$ cat src/rtl/store_drain_unit_pkg.sv
// Shared types for the store drain path: store uop bundle,
// drain FSM states and the MMIO address classifier.
package store_drain_unit_pkg;

  localparam int SDU_DEPTH = 2;

  typedef struct packed {
    logic        valid;
    logic [31:0] addr;
    logic [31:0] data;
    logic [3:0]  wmask;
    logic        isMMIO;
  } ST_UOp;

  typedef enum logic {
    SDU_IDLE,
    SDU_MMIO_REQ
  } SDU_State;

  // Word addresses in the top 256 MiB belong to the MMIO region.
  function automatic logic is_mmio_pma_w(input logic [29:0] w);
    return w[29:26] == 4'hF;
  endfunction

endpackage

$ cat src/rtl/store_drain_unit_if.sv
// Store queue handshake and MMIO write bus seen by the drain unit.
// slave = drain unit side, master = store queue / MMIO target side.
interface store_drain_unit_if;
  import store_drain_unit_pkg::*;

  ST_UOp       IN_uopSt;
  logic        OUT_stall;
  logic        OUT_mmioReq;
  logic [31:0] OUT_mmioAddr;
  logic [31:0] OUT_mmioData;
  logic [3:0]  OUT_mmioMask;
  logic        IN_mmioAck;

  modport slave (
    input  IN_uopSt, IN_mmioAck,
    output OUT_stall, OUT_mmioReq,
    output OUT_mmioAddr, OUT_mmioData,
    output OUT_mmioMask
  );

  modport master (
    output IN_uopSt, IN_mmioAck,
    input  OUT_stall, OUT_mmioReq,
    input  OUT_mmioAddr, OUT_mmioData,
    input  OUT_mmioMask
  );

endinterface

$ cat src/rtl/store_drain_unit_fifo.sv
// In-order circular store buffer; exposes every slot and its
// valid bit so the drain unit can forward buffered bytes.
module store_buf_fifo
  import store_drain_unit_pkg::*;
#(
  parameter int DEPTH = SDU_DEPTH,
  localparam int PW = $clog2(DEPTH)
) (
  input  logic          clk,
  input  logic          rst_n,
  input  logic          i_push,
  input  ST_UOp         i_data,
  input  logic          i_pop,
  output ST_UOp         o_head,
  output logic [PW-1:0] o_headPtr,
  output logic          o_full,
  output logic          o_empty,
  output ST_UOp         o_ent [DEPTH],
  output logic          o_vld [DEPTH]
);

  ST_UOp         r_mem [DEPTH];
  logic [PW-1:0] r_head;
  logic [PW-1:0] r_tail;
  logic [PW:0]   r_count;

  always_ff @(posedge clk) begin
    if (i_push) r_mem[r_tail] <= i_data;
  end

  always_ff @(posedge clk or negedge rst_n) begin
    if (!rst_n) begin
      r_head  <= '0;
      r_tail  <= '0;
      r_count <= '0;
    end else begin
      if (i_push) r_tail <= r_tail + 1'b1;
      if (i_pop)  r_head <= r_head + 1'b1;
      unique case ({i_push, i_pop})
        2'b10:   r_count <= r_count + 1'b1;
        2'b01:   r_count <= r_count - 1'b1;
        default: r_count <= r_count;
      endcase
    end
  end

  logic [PW-1:0] w_off [DEPTH];

  always_comb begin
    for (int i = 0; i < DEPTH; i++) begin
      w_off[i] = PW'(i) - r_head;
      o_vld[i] = {1'b0, w_off[i]} < r_count;
      o_ent[i] = r_mem[i];
    end
  end

  assign o_head    = r_mem[r_head];
  assign o_headPtr = r_head;
  assign o_full    = r_count == (PW+1)'(DEPTH);
  assign o_empty   = r_count == '0;

endmodule

$ cat src/rtl/store_drain_unit.sv
// Drains committed stores in order to the D-cache write port or
// the MMIO bus; forwards buffered bytes to loads, reports idle.
module store_drain_unit
  import store_drain_unit_pkg::*;
#(
  parameter int DEPTH = SDU_DEPTH,
  localparam int PW = $clog2(DEPTH)
) (
  input  logic                clk,
  input  logic                rst_n,
  store_drain_unit_if.slave   sif,
  input  logic                IN_dcBusy,
  output ST_UOp               OUT_dcWr,
  output logic                OUT_fence,
  input  logic                IN_ldValid,
  input  logic [31:0]         IN_ldAddr,
  output logic [31:0]         OUT_fwdData,
  output logic [3:0]          OUT_fwdMask,
  output logic                OUT_idle
);

  SDU_State      r_state, w_nxt;
  ST_UOp         r_dcWr;
  logic          r_fence;
  logic          r_mmioReq;
  logic [31:0]   r_mmioAddr;
  logic [31:0]   r_mmioData;
  logic [3:0]    r_mmioMask;

  ST_UOp         w_head;
  ST_UOp         w_ent [DEPTH];
  logic          w_vld [DEPTH];
  logic [PW-1:0] w_headPtr;
  logic          w_full, w_empty, w_acc, w_pop;
  logic          w_isFence, w_isMmio;
  logic          w_wrV, w_fenceN, w_mmioGo, w_mmioDone;

  assign w_acc = sif.IN_uopSt.valid && !w_full;

  store_buf_fifo #(.DEPTH(DEPTH)) u_buf (
    .clk       (clk),
    .rst_n     (rst_n),
    .i_push    (w_acc),
    .i_data    (sif.IN_uopSt),
    .i_pop     (w_pop),
    .o_head    (w_head),
    .o_headPtr (w_headPtr),
    .o_full    (w_full),
    .o_empty   (w_empty),
    .o_ent     (w_ent),
    .o_vld     (w_vld)
  );

  assign w_isFence = w_head.wmask == 4'b0;
  assign w_isMmio  = !w_isFence && is_mmio_pma_w(w_head.addr[31:2]);

  always_comb begin
    w_nxt      = r_state;
    w_pop      = 1'b0;
    w_wrV      = 1'b0;
    w_fenceN   = 1'b0;
    w_mmioGo   = 1'b0;
    w_mmioDone = 1'b0;
    unique case (r_state)
      SDU_IDLE: if (!w_empty) begin
        unique case (1'b1)
          w_isFence: if (!r_dcWr.valid) begin
            w_pop    = 1'b1;
            w_fenceN = 1'b1;
          end
          w_isMmio: begin
            w_mmioGo = 1'b1;
            w_nxt    = SDU_MMIO_REQ;
          end
          default: if (!IN_dcBusy) begin
            w_pop = 1'b1;
            w_wrV = 1'b1;
          end
        endcase
      end
      SDU_MMIO_REQ: if (sif.IN_mmioAck) begin
        w_pop      = 1'b1;
        w_mmioDone = 1'b1;
        w_nxt      = SDU_IDLE;
      end
      default: w_nxt = SDU_IDLE;
    endcase
  end

  always_ff @(posedge clk or negedge rst_n) begin
    if (!rst_n) begin
      r_state    <= SDU_IDLE;
      r_dcWr     <= '0;
      r_fence    <= 1'b0;
      r_mmioReq  <= 1'b0;
      r_mmioAddr <= '0;
      r_mmioData <= '0;
      r_mmioMask <= '0;
    end else begin
      r_state      <= w_nxt;
      r_fence      <= w_fenceN;
      r_dcWr.valid <= w_wrV;
      if (w_wrV) begin
        r_dcWr.addr   <= w_head.addr;
        r_dcWr.data   <= w_head.data;
        r_dcWr.wmask  <= w_head.wmask;
        r_dcWr.isMMIO <= 1'b0;
      end
      if (w_mmioGo) begin
        r_mmioReq  <= 1'b1;
        r_mmioAddr <= {w_head.addr[31:2], 2'b00};
        r_mmioData <= w_head.data;
        r_mmioMask <= w_head.wmask;
      end else if (w_mmioDone) begin
        r_mmioReq  <= 1'b0;
      end
    end
  end

  // Merge oldest (in-flight cache write) to youngest buffer slot.
  always_comb begin
    OUT_fwdData = 'x;
    OUT_fwdMask = 4'b0;
    if (IN_ldValid) begin
      if (r_dcWr.valid && r_dcWr.addr[31:2] == IN_ldAddr[31:2]) begin
        for (int b = 0; b < 4; b++) begin
          if (r_dcWr.wmask[b]) OUT_fwdData[8*b +: 8] = r_dcWr.data[8*b +: 8];
        end
        OUT_fwdMask = r_dcWr.wmask;
      end
      for (int i = 0; i < DEPTH; i++) begin
        automatic logic [PW-1:0] idx = w_headPtr + PW'(i);
        automatic ST_UOp e = w_ent[idx];
        if (w_vld[idx] && e.wmask != 4'b0 &&
            !is_mmio_pma_w(e.addr[31:2]) &&
            e.addr[31:2] == IN_ldAddr[31:2]) begin
          for (int b = 0; b < 4; b++) begin
            if (e.wmask[b]) OUT_fwdData[8*b +: 8] = e.data[8*b +: 8];
          end
          OUT_fwdMask = OUT_fwdMask | e.wmask;
        end
      end
    end
  end

  assign sif.OUT_stall    = w_full;
  assign sif.OUT_mmioReq  = r_mmioReq;
  assign sif.OUT_mmioAddr = r_mmioAddr;
  assign sif.OUT_mmioData = r_mmioData;
  assign sif.OUT_mmioMask = r_mmioMask;
  assign OUT_dcWr  = r_dcWr;
  assign OUT_fence = r_fence;
  assign OUT_idle  = w_empty && r_state == SDU_IDLE &&
                     !r_dcWr.valid && !r_mmioReq;

endmodule
$ cat src/flat_wrapper.sv
// flat-port wrapper written by rule: the top's interface ports become plain ports
module store_drain_unit_flat import store_drain_unit_pkg::*;
#(
  parameter int DEPTH = SDU_DEPTH,
  localparam int PW = $clog2(DEPTH)
)
  (clk, rst_n, IN_dcBusy, OUT_dcWr, OUT_fence, IN_ldValid, IN_ldAddr, OUT_fwdData, OUT_fwdMask, OUT_idle, sif_IN_uopSt, sif_IN_mmioAck, sif_OUT_stall, sif_OUT_mmioReq, sif_OUT_mmioAddr, sif_OUT_mmioData, sif_OUT_mmioMask);
  store_drain_unit_if sif_i ();
  input  logic clk;
  input  logic rst_n;
  input  logic IN_dcBusy;
  output ST_UOp OUT_dcWr;
  output logic OUT_fence;
  input  logic IN_ldValid;
  input  logic [31:0] IN_ldAddr;
  output logic [31:0] OUT_fwdData;
  output logic [3:0] OUT_fwdMask;
  output logic OUT_idle;
  input wire logic [$bits(sif_i.IN_uopSt)-1:0] sif_IN_uopSt;
  input wire logic [$bits(sif_i.IN_mmioAck)-1:0] sif_IN_mmioAck;
  output wire logic [$bits(sif_i.OUT_stall)-1:0] sif_OUT_stall;
  output wire logic [$bits(sif_i.OUT_mmioReq)-1:0] sif_OUT_mmioReq;
  output wire logic [$bits(sif_i.OUT_mmioAddr)-1:0] sif_OUT_mmioAddr;
  output wire logic [$bits(sif_i.OUT_mmioData)-1:0] sif_OUT_mmioData;
  output wire logic [$bits(sif_i.OUT_mmioMask)-1:0] sif_OUT_mmioMask;
  assign sif_i.IN_uopSt = sif_IN_uopSt;
  assign sif_i.IN_mmioAck = sif_IN_mmioAck;
  assign sif_OUT_stall = sif_i.OUT_stall;
  assign sif_OUT_mmioReq = sif_i.OUT_mmioReq;
  assign sif_OUT_mmioAddr = sif_i.OUT_mmioAddr;
  assign sif_OUT_mmioData = sif_i.OUT_mmioData;
  assign sif_OUT_mmioMask = sif_i.OUT_mmioMask;
  store_drain_unit #(.DEPTH(DEPTH)) u_core (.clk(clk), .rst_n(rst_n), .sif(sif_i), .IN_dcBusy(IN_dcBusy), .OUT_dcWr(OUT_dcWr), .OUT_fence(OUT_fence), .IN_ldValid(IN_ldValid), .IN_ldAddr(IN_ldAddr), .OUT_fwdData(OUT_fwdData), .OUT_fwdMask(OUT_fwdMask), .OUT_idle(OUT_idle));
endmodule
$ cat config.mk
export PLATFORM = sky130hd
export DESIGN_NAME = store_drain_unit_flat
export DESIGN_NICKNAME = d
export VERILOG_FILES = /design/src/rtl/store_drain_unit_pkg.sv /design/src/rtl/store_drain_unit_if.sv /design/src/rtl/store_drain_unit_fifo.sv /design/src/rtl/store_drain_unit.sv /design/src/flat_wrapper.sv
export SDC_FILE = /design/constraint.sdc
export NUM_CORES = 1
export LEC_CHECK = 0
export CORE_AREA = 5 5 142 178
export DETAILED_ROUTE_END_ITERATION = 8
export DIE_AREA = 0 0 147 183
export PLACE_DENSITY = 0.91
export SLEW_MARGIN = 30
export SYNTH_ARGS = -nofsm -noshare
export SYNTH_HDL_FRONTEND = slang
export SYNTH_SLANG_ARGS = --single-unit
$ cat constraint.sdc
create_clock -name clk -period 7.19 [get_ports clk]
set_clock_uncertainty 0.2 [all_clocks]
set_input_delay 0.719 -clock clk [delete_from_list [all_inputs] [get_ports clk]]
set_output_delay 0.719 -clock clk [all_outputs]
set_load 0.005 [all_outputs]
# Yosys cells after proc, flatten, opt, wreduce, memory -nomap -nowiden

Memories as Yosys holds them, arrays and structs flattened.
Cells that the tools add are included.

$add $sub $neg: 6
Multipliers: 0
Divide/modulo/power cells: 0
Magnitude comparators: 4
Equal/unequal tests: 9
Shift-type cells: 0
Muxes and demuxes: 57
Bitwise logic cells: 5
Reduce and logical (&&, ||, !) cells: 25

Operators by type and width:

| operator                                                  | count |
|---|---|
| two-way mux 69 bit                                        | 6 |
| two-way mux 32 bit                                        | 4 |
| two-way mux 8 bit                                         | 12 |
| == test 30 bit                                            | 3 |
| two-way mux 1 bit                                         | 25 |
| two-way mux 4 bit                                         | 6 |
| == test 4 bit (second input constant)                     | 3 |
| logical AND 1 bit                                         | 12 |
| bitwise OR 4 bit                                          | 2 |
| nonzero test 4 bit                                        | 2 |
| zero test 1 bit                                           | 6 |
| case mux 1 bit (2 select lines)                           | 3 |
| == test 2 bit (second input constant)                     | 2 |
| greater-or-equal comparator 2 bit (second input constant) | 2 |
| zero test 4 bit                                           | 1 |
| < comparator 1 x 2 -> 1 bit                               | 2 |
| inverter 1 -> 2 bit                                       | 2 |
| case mux 2 bit (2 select lines)                           | 1 |
| nonzero test 2 bit                                        | 2 |
| adder 1 bit (second input constant)                       | 2 |
| adder 2 x 1 -> 2 bit (second input constant)              | 1 |
| == test 2 x 1 -> 1 bit (second input constant)            | 1 |
| zero test 2 bit                                           | 1 |
| OR reduction 2 bit                                        | 1 |
| 3 further kinds                                           | 4 |

Register bits after elaboration: 142
Latch bits: 0
Bits in writable memories: 140
ROM bits: 0
Input bits: 107
Output and inout bits: 178
Word-level logic and storage cells: 120
Memories kept: 1

Memories:

| name               | words | bits a word | rd ports | clocked after memory_dff | wr ports | RTL line                    | RTL |
|---|---|---|---|---|---|---|---|
| u_core.u_buf.r_mem | 2     | 70          | 3        | 0                        | 1        | store_drain_unit_fifo.sv:22 | `ST_UOp r_mem [DEPTH];` |

# Longest topological paths before layout

Depth in word-level cells: 13
Gate-level depth with buffers: 14
Gate-level depth less buffers: 9

# Cells and area by module

From an unflattened synthesis, not the netlist that was laid out.

Cell total of the unflattened synthesis: 1061
Area, all modules: 14413.8 sq um

By module, submodules not included:

| module           | times used | cells an instance | area an instance (sq um) | sequential area each (sq um) |
|---|---|---|---|---|
| store_drain_unit | 1          | 824               | 8872.3                   | 3453.3 |
| store_buf_fifo   | 1          | 237               | 5541.6                   | 4304.1 |

# Worst setup path before layout

OpenSTA, ideal clock, no wires.

Path type: in2reg
Start: input sif_IN_uopSt[69]
End: memory u_core.u_buf.r_mem[0][10] (netlist name) (enable)
Library setup time: 0.494 ns
Arrival: 3.654 ns
Data required time: 6.496 ns
Slack: 2.841 ns
Stages: 2
Path buffers: 0
Path through: nand2_1 > nor2_1

Longest elaborated chain between the ends: 3

RTL lines:

| what                                    | RTL line                    | RTL |
|---|---|---|
| from (decl)                             | flat_wrapper.sv:19          | `input wire logic [$bits(sif_i.IN_uopSt)-1:0] sif_IN_uopSt;` |
| logical AND 1 bit                       | store_drain_unit.sv:38      | `assign w_acc = sif.IN_uopSt.valid && !w_full;` |
| two-way mux 1 bit                       | store_drain_unit_fifo.sv:28 | `if (i_push) r_mem[r_tail] <= i_data;` |
| two-way mux 1 bit (implied by the code) | store_drain_unit_fifo.sv:28 |  |
| to (decl)                               | store_drain_unit_fifo.sv:22 |  |

Every way passes these cells.

# Final worst setup path

Start: register u_core.u_buf.r_head, in the netlist u_core.u_buf.o_headPtr
End: output OUT_fwdData[26]

Longest elaborated chain between the ends: 12
Elaborated cells between the ends (all ways): 38
Those cells by class: add/sub (3); order compare (2); eq/ne (4); mux (17); bitwise (2); reduce/logical (10)

RTL lines:

| what                                                                                              | RTL line                                                                      | RTL |
|---|---|---|
| from (decl)                                                                                       | store_drain_unit_fifo.sv:23                                                   | `logic [PW-1:0] r_head;` |
| from (signal assigned)                                                                            | store_drain_unit_fifo.sv:38                                                   | `if (i_pop) r_head <= r_head + 1'b1;` |
| subtractor 1 bit / inverter 1 -> 2 bit (equally long branches)                                    | store_drain_unit_fifo.sv:51, store_drain_unit.sv:133, store_drain_unit.sv:134 |  |
| < comparator 1 x 2 -> 1 bit / two-way mux 69 bit (equally long branches)                          | store_drain_unit_fifo.sv:52, store_drain_unit.sv:133                          |  |
| two-way mux 1 bit (implied by the code) / two-way mux 69 bit (equally long branches) (2 in a row) | store_drain_unit.sv:134, store_drain_unit.sv:133                              |  |
| two-way mux 1 bit (implied by the code), or another cell as far along                             | store_drain_unit.sv:134                                                       | `if (w_vld[idx] && e.wmask != 4'b0 &&` |
| logical AND 1 bit / zero test 1 bit (equally long branches)                                       | store_drain_unit.sv:134, store_drain_unit.sv:135                              |  |
| logical AND 1 bit                                                                                 | store_drain_unit.sv:134                                                       |  |
| logical AND 1 bit                                                                                 | store_drain_unit.sv:135                                                       | `!is_mmio_pma_w(e.addr[31:2]) &&` |
| two-way mux 32 bit                                                                                | store_drain_unit.sv:134                                                       |  |
| two-way mux 8 bit                                                                                 | store_drain_unit.sv:138                                                       | `if (e.wmask[b]) OUT_fwdData[8*b +: 8] = e.data[8*b +: 8];` |
| two-way mux 32 bit *                                                                              | store_drain_unit.sv:134                                                       |  |
| two-way mux 32 bit *                                                                              | store_drain_unit.sv:124                                                       | `if (IN_ldValid) begin` |
| to (decl)                                                                                         | flat_wrapper.sv:16                                                            | `output logic [31:0] OUT_fwdData;` |

Every way passes the cells marked *; elsewhere a longest branch is shown, timed or not. The select of a mux whose other input is x is not followed.

==> impl_metrics.ini <==
[status]
outcome = completed

[worst_setup_path]
crit_required_ps = 6270
critPathLaunchType = flop
critPathMaxFanout = 59
arrival_ps = 5440
critPathCaptureType = primary output
crit_type = flop to primary output

[place]
placed_cells = 1560
placed_area_mm2 = 0.0154
place.gp.congestion = 0.860
io_buffers = 278
dp_hpwl_um = 25600
post-place-ws_ps = 1460

[cts]
path_clk_slew_ps = 60
cts_tree = yes
cts_buffer_depth = 3
root_buffer = clkbuf_16
ctsHoldBuffers = 0
cts_htree_levels = 1
numCtsBuffers = 27
insertion_delay_ps = 530
post_cts_resized = 0
clock_sinks = 278
post_cts_buffers = 0

[power_and_ir_drop]
peakVddDrop_uv = 254
powerDensity_mw_per_mm2 = 423
leakage_nw = 6.59
total_power_mw = 6.90

[floorplanning]
initial_utilization_pct = 53.0
dieArea_mm2 = 0.0269
core_area_mm2 = 0.0234
die_w_um = 147
die_y_um = 183
num_rows = 63
io_pins = 285

[finish]
layout_commonest_cell = clkdlybuf4s50_1
final_util_pct = 69.7
final_net_count = 1406
final_cell_mix = 277 x clkdlybuf4s50_1, 143 x nand2_1, 141 x dfrtp_1
area.growth.synth_to_final_pct = 31.6
instances_no_fill = 1612
final_area_mm2 = 0.0163
layout-drive-gt1-share_pct = 4.86

[detailed_routing]
drt_pass1_iterations = 5
viasPerCell = 5.86
drc = 0
routed_wl_um = 36200
wl_per_cell_um = 22.4
drt-initial-drc-count = 722
ant_nets = 0
vias = 9450

[synthesis]
synth_top_area_share_pct = 32.9
synth_edf_count = 136
ys_seq_area_share_pct = 61.6
avgSynthCellArea_um2 = 12.0
synthTopCellsByArea = edfxtp_1 33%, dfrtp_1 29%, mux2i_1 8.2%
ys_ff_latch = 278
syn_inst = 1030
synth_area_mm2 = 0.0124
ys.flop_type = dfrtp_1
ys_types = 42
yosysWarnings = 0
synth_async_sr_flop_share_pct = 51.1
yosys.area.top_type = edfxtp_1

[sta]
timing.final.crit_share_pct = 88.4
rsz0062_at_grt = false
period_needed_ps = 6360
finalHoldViolCount = 0
whs_ps = 80.9
slew_viol_final = 0
final.setup.tns_ps = 0
fmax_ghz = 0.157
fin_ws_ps = 833
tightest_slew_ps = 940
setup_viol = 0
relSlewSlack_pct = 37.4

[global_route]
antenna_found_initial = 5
grt_util_all_layers_pct = 26.5
grt_pass1_wl_um = 56200
grt_overflow = 0
grt_pass1_vias = 10000
grt_max_degree = 96

[flow_run]
max-cap-violations = 0

[worst_hold_path]
hp-class = input pin to async pin
[synth_stat cells (2+ instances only)]
| master | n |
|---|---|
| and4b_1 | 2 |
| or4_1 | 3 |
| a32oi_1 | 4 |
| o21ai_0 | 132 |
| nor4_1 | 13 |
| a21boi_0 | 4 |
| nand4_1 | 16 |
| dfrtp_1 | 142 |
| inv_1 | 68 |
| edfxtp_1 | 136 |
| xnor2_1 | 64 |
| buf_4 | 5 |
| or4b_1 | 2 |
| nor3_2 | 2 |
| nand4bb_1 | 2 |
| buf_2 | 12 |
| mux2_2 | 6 |
| xor2_1 | 31 |
| clkbuf_1 | 30 |
| o221ai_1 | 32 |
| nand2_1 | 143 |
| nor2_1 | 13 |
| nand3_1 | 6 |
| a22oi_1 | 32 |
| mux2i_1 | 102 |
| buf_6 | 4 |
| nor3b_2 | 2 |
| nor3_1 | 2 |
| and3_1 | 2 |
| nand2b_1 | 6 |
[cell type report]
class / count / area, um^2
sequential: 278 / 7640
fill: 1541 / 7090
multi-input combinational: 634 / 4280
timing repair buffer: 289 / 2900
clock buffer: 35 / 726
tap: 292 / 365
inverter: 68 / 255
clock inverter: 14 / 148
antenna: 2 / 5.00
[power breakdown]
part	leakage (nW)	internal (mW)	total, mW	switching [mW]
Clock	0.424	0.818	1.41	0.594
Sequential	3.02	2.27	2.75	0.486
Combinational	3.15	1.44	2.73	1.30
[state kept, by name, summed over array words and instances (netlist names)]
name and cells:
u_core.u_buf.r_mem 136, u_core.OUT_dcWr 69, u_core.sif.OUT_mmioData 32, u_core.sif.OUT_mmioAddr 30
u_core.sif.OUT_mmioMask 4, u_core.u_buf.r_count 2, u_core.OUT_fence 1, u_core.r_state 1
u_core.sif.OUT_mmioReq 1, u_core.u_buf.o_headPtr 1, u_core.u_buf.r_tail 1
[final timing paths]
check / from / end / slack (ps) / depth (start not counted)
worst max-delay path: u_core.u_buf.o_headPtr / OUT_fwdData[26] / 830 / 9
worst min-delay path: rst_n / u_core.sif.OUT_mmioAddr[25] / 80 / 1
worst max register to register: u_core.u_buf.o_headPtr / u_core.OUT_dcWr[29] / 2320 / 7
worst min register to register: u_core.sif.OUT_mmioAddr[30] / u_core.sif.OUT_mmioAddr[30] / 270 / 1
max in group asynchronous: rst_n / u_core.u_buf.o_headPtr / 5490 / 2
min in group clk: u_core.sif.OUT_mmioAddr[30] / u_core.sif.OUT_mmioAddr[30] / 270 / 1
[layer usage]
metal  global-route usage (%)  routed length, um  vias up
met3                     6.18               2830      124
li1                         -                  -     4241
met1                     29.5              12600     4612
met4                     13.3               1970        6
met5                        0                 54        -
met2                     47.7              18700      467
[cell families after synthesis]
| kind of cell | count (synthesis) | synth area share (%) |
|---|---|---|
| AO/OA/AOI/OAI | 209 | 10.3 |
| XOR/XNOR | 95 | 6.71 |
| adder cells (fa/ha/maj) | 1 | 0.101 |
| buffers and inverters | 120 | 4.15 |
| flip-flops | 278 | 61.6 |
| multiplexers | 108 | 8.78 |
| other | 1 | 0.0302 |
| AND/OR/NAND/NOR | 218 | 8.29 |
[critical path: stages, from the launching register on]
cell and delay [ps]:
dfrtp_4 1040, buf_4 810, mux2i_1 310, nand4_1 290, nand2b_1 160, nor3_4 400
nand2_1 190, or4b_1 710, o221ai_1 360, clkdlybuf4s50_1 570
Power figures use the tool's default switching activity.
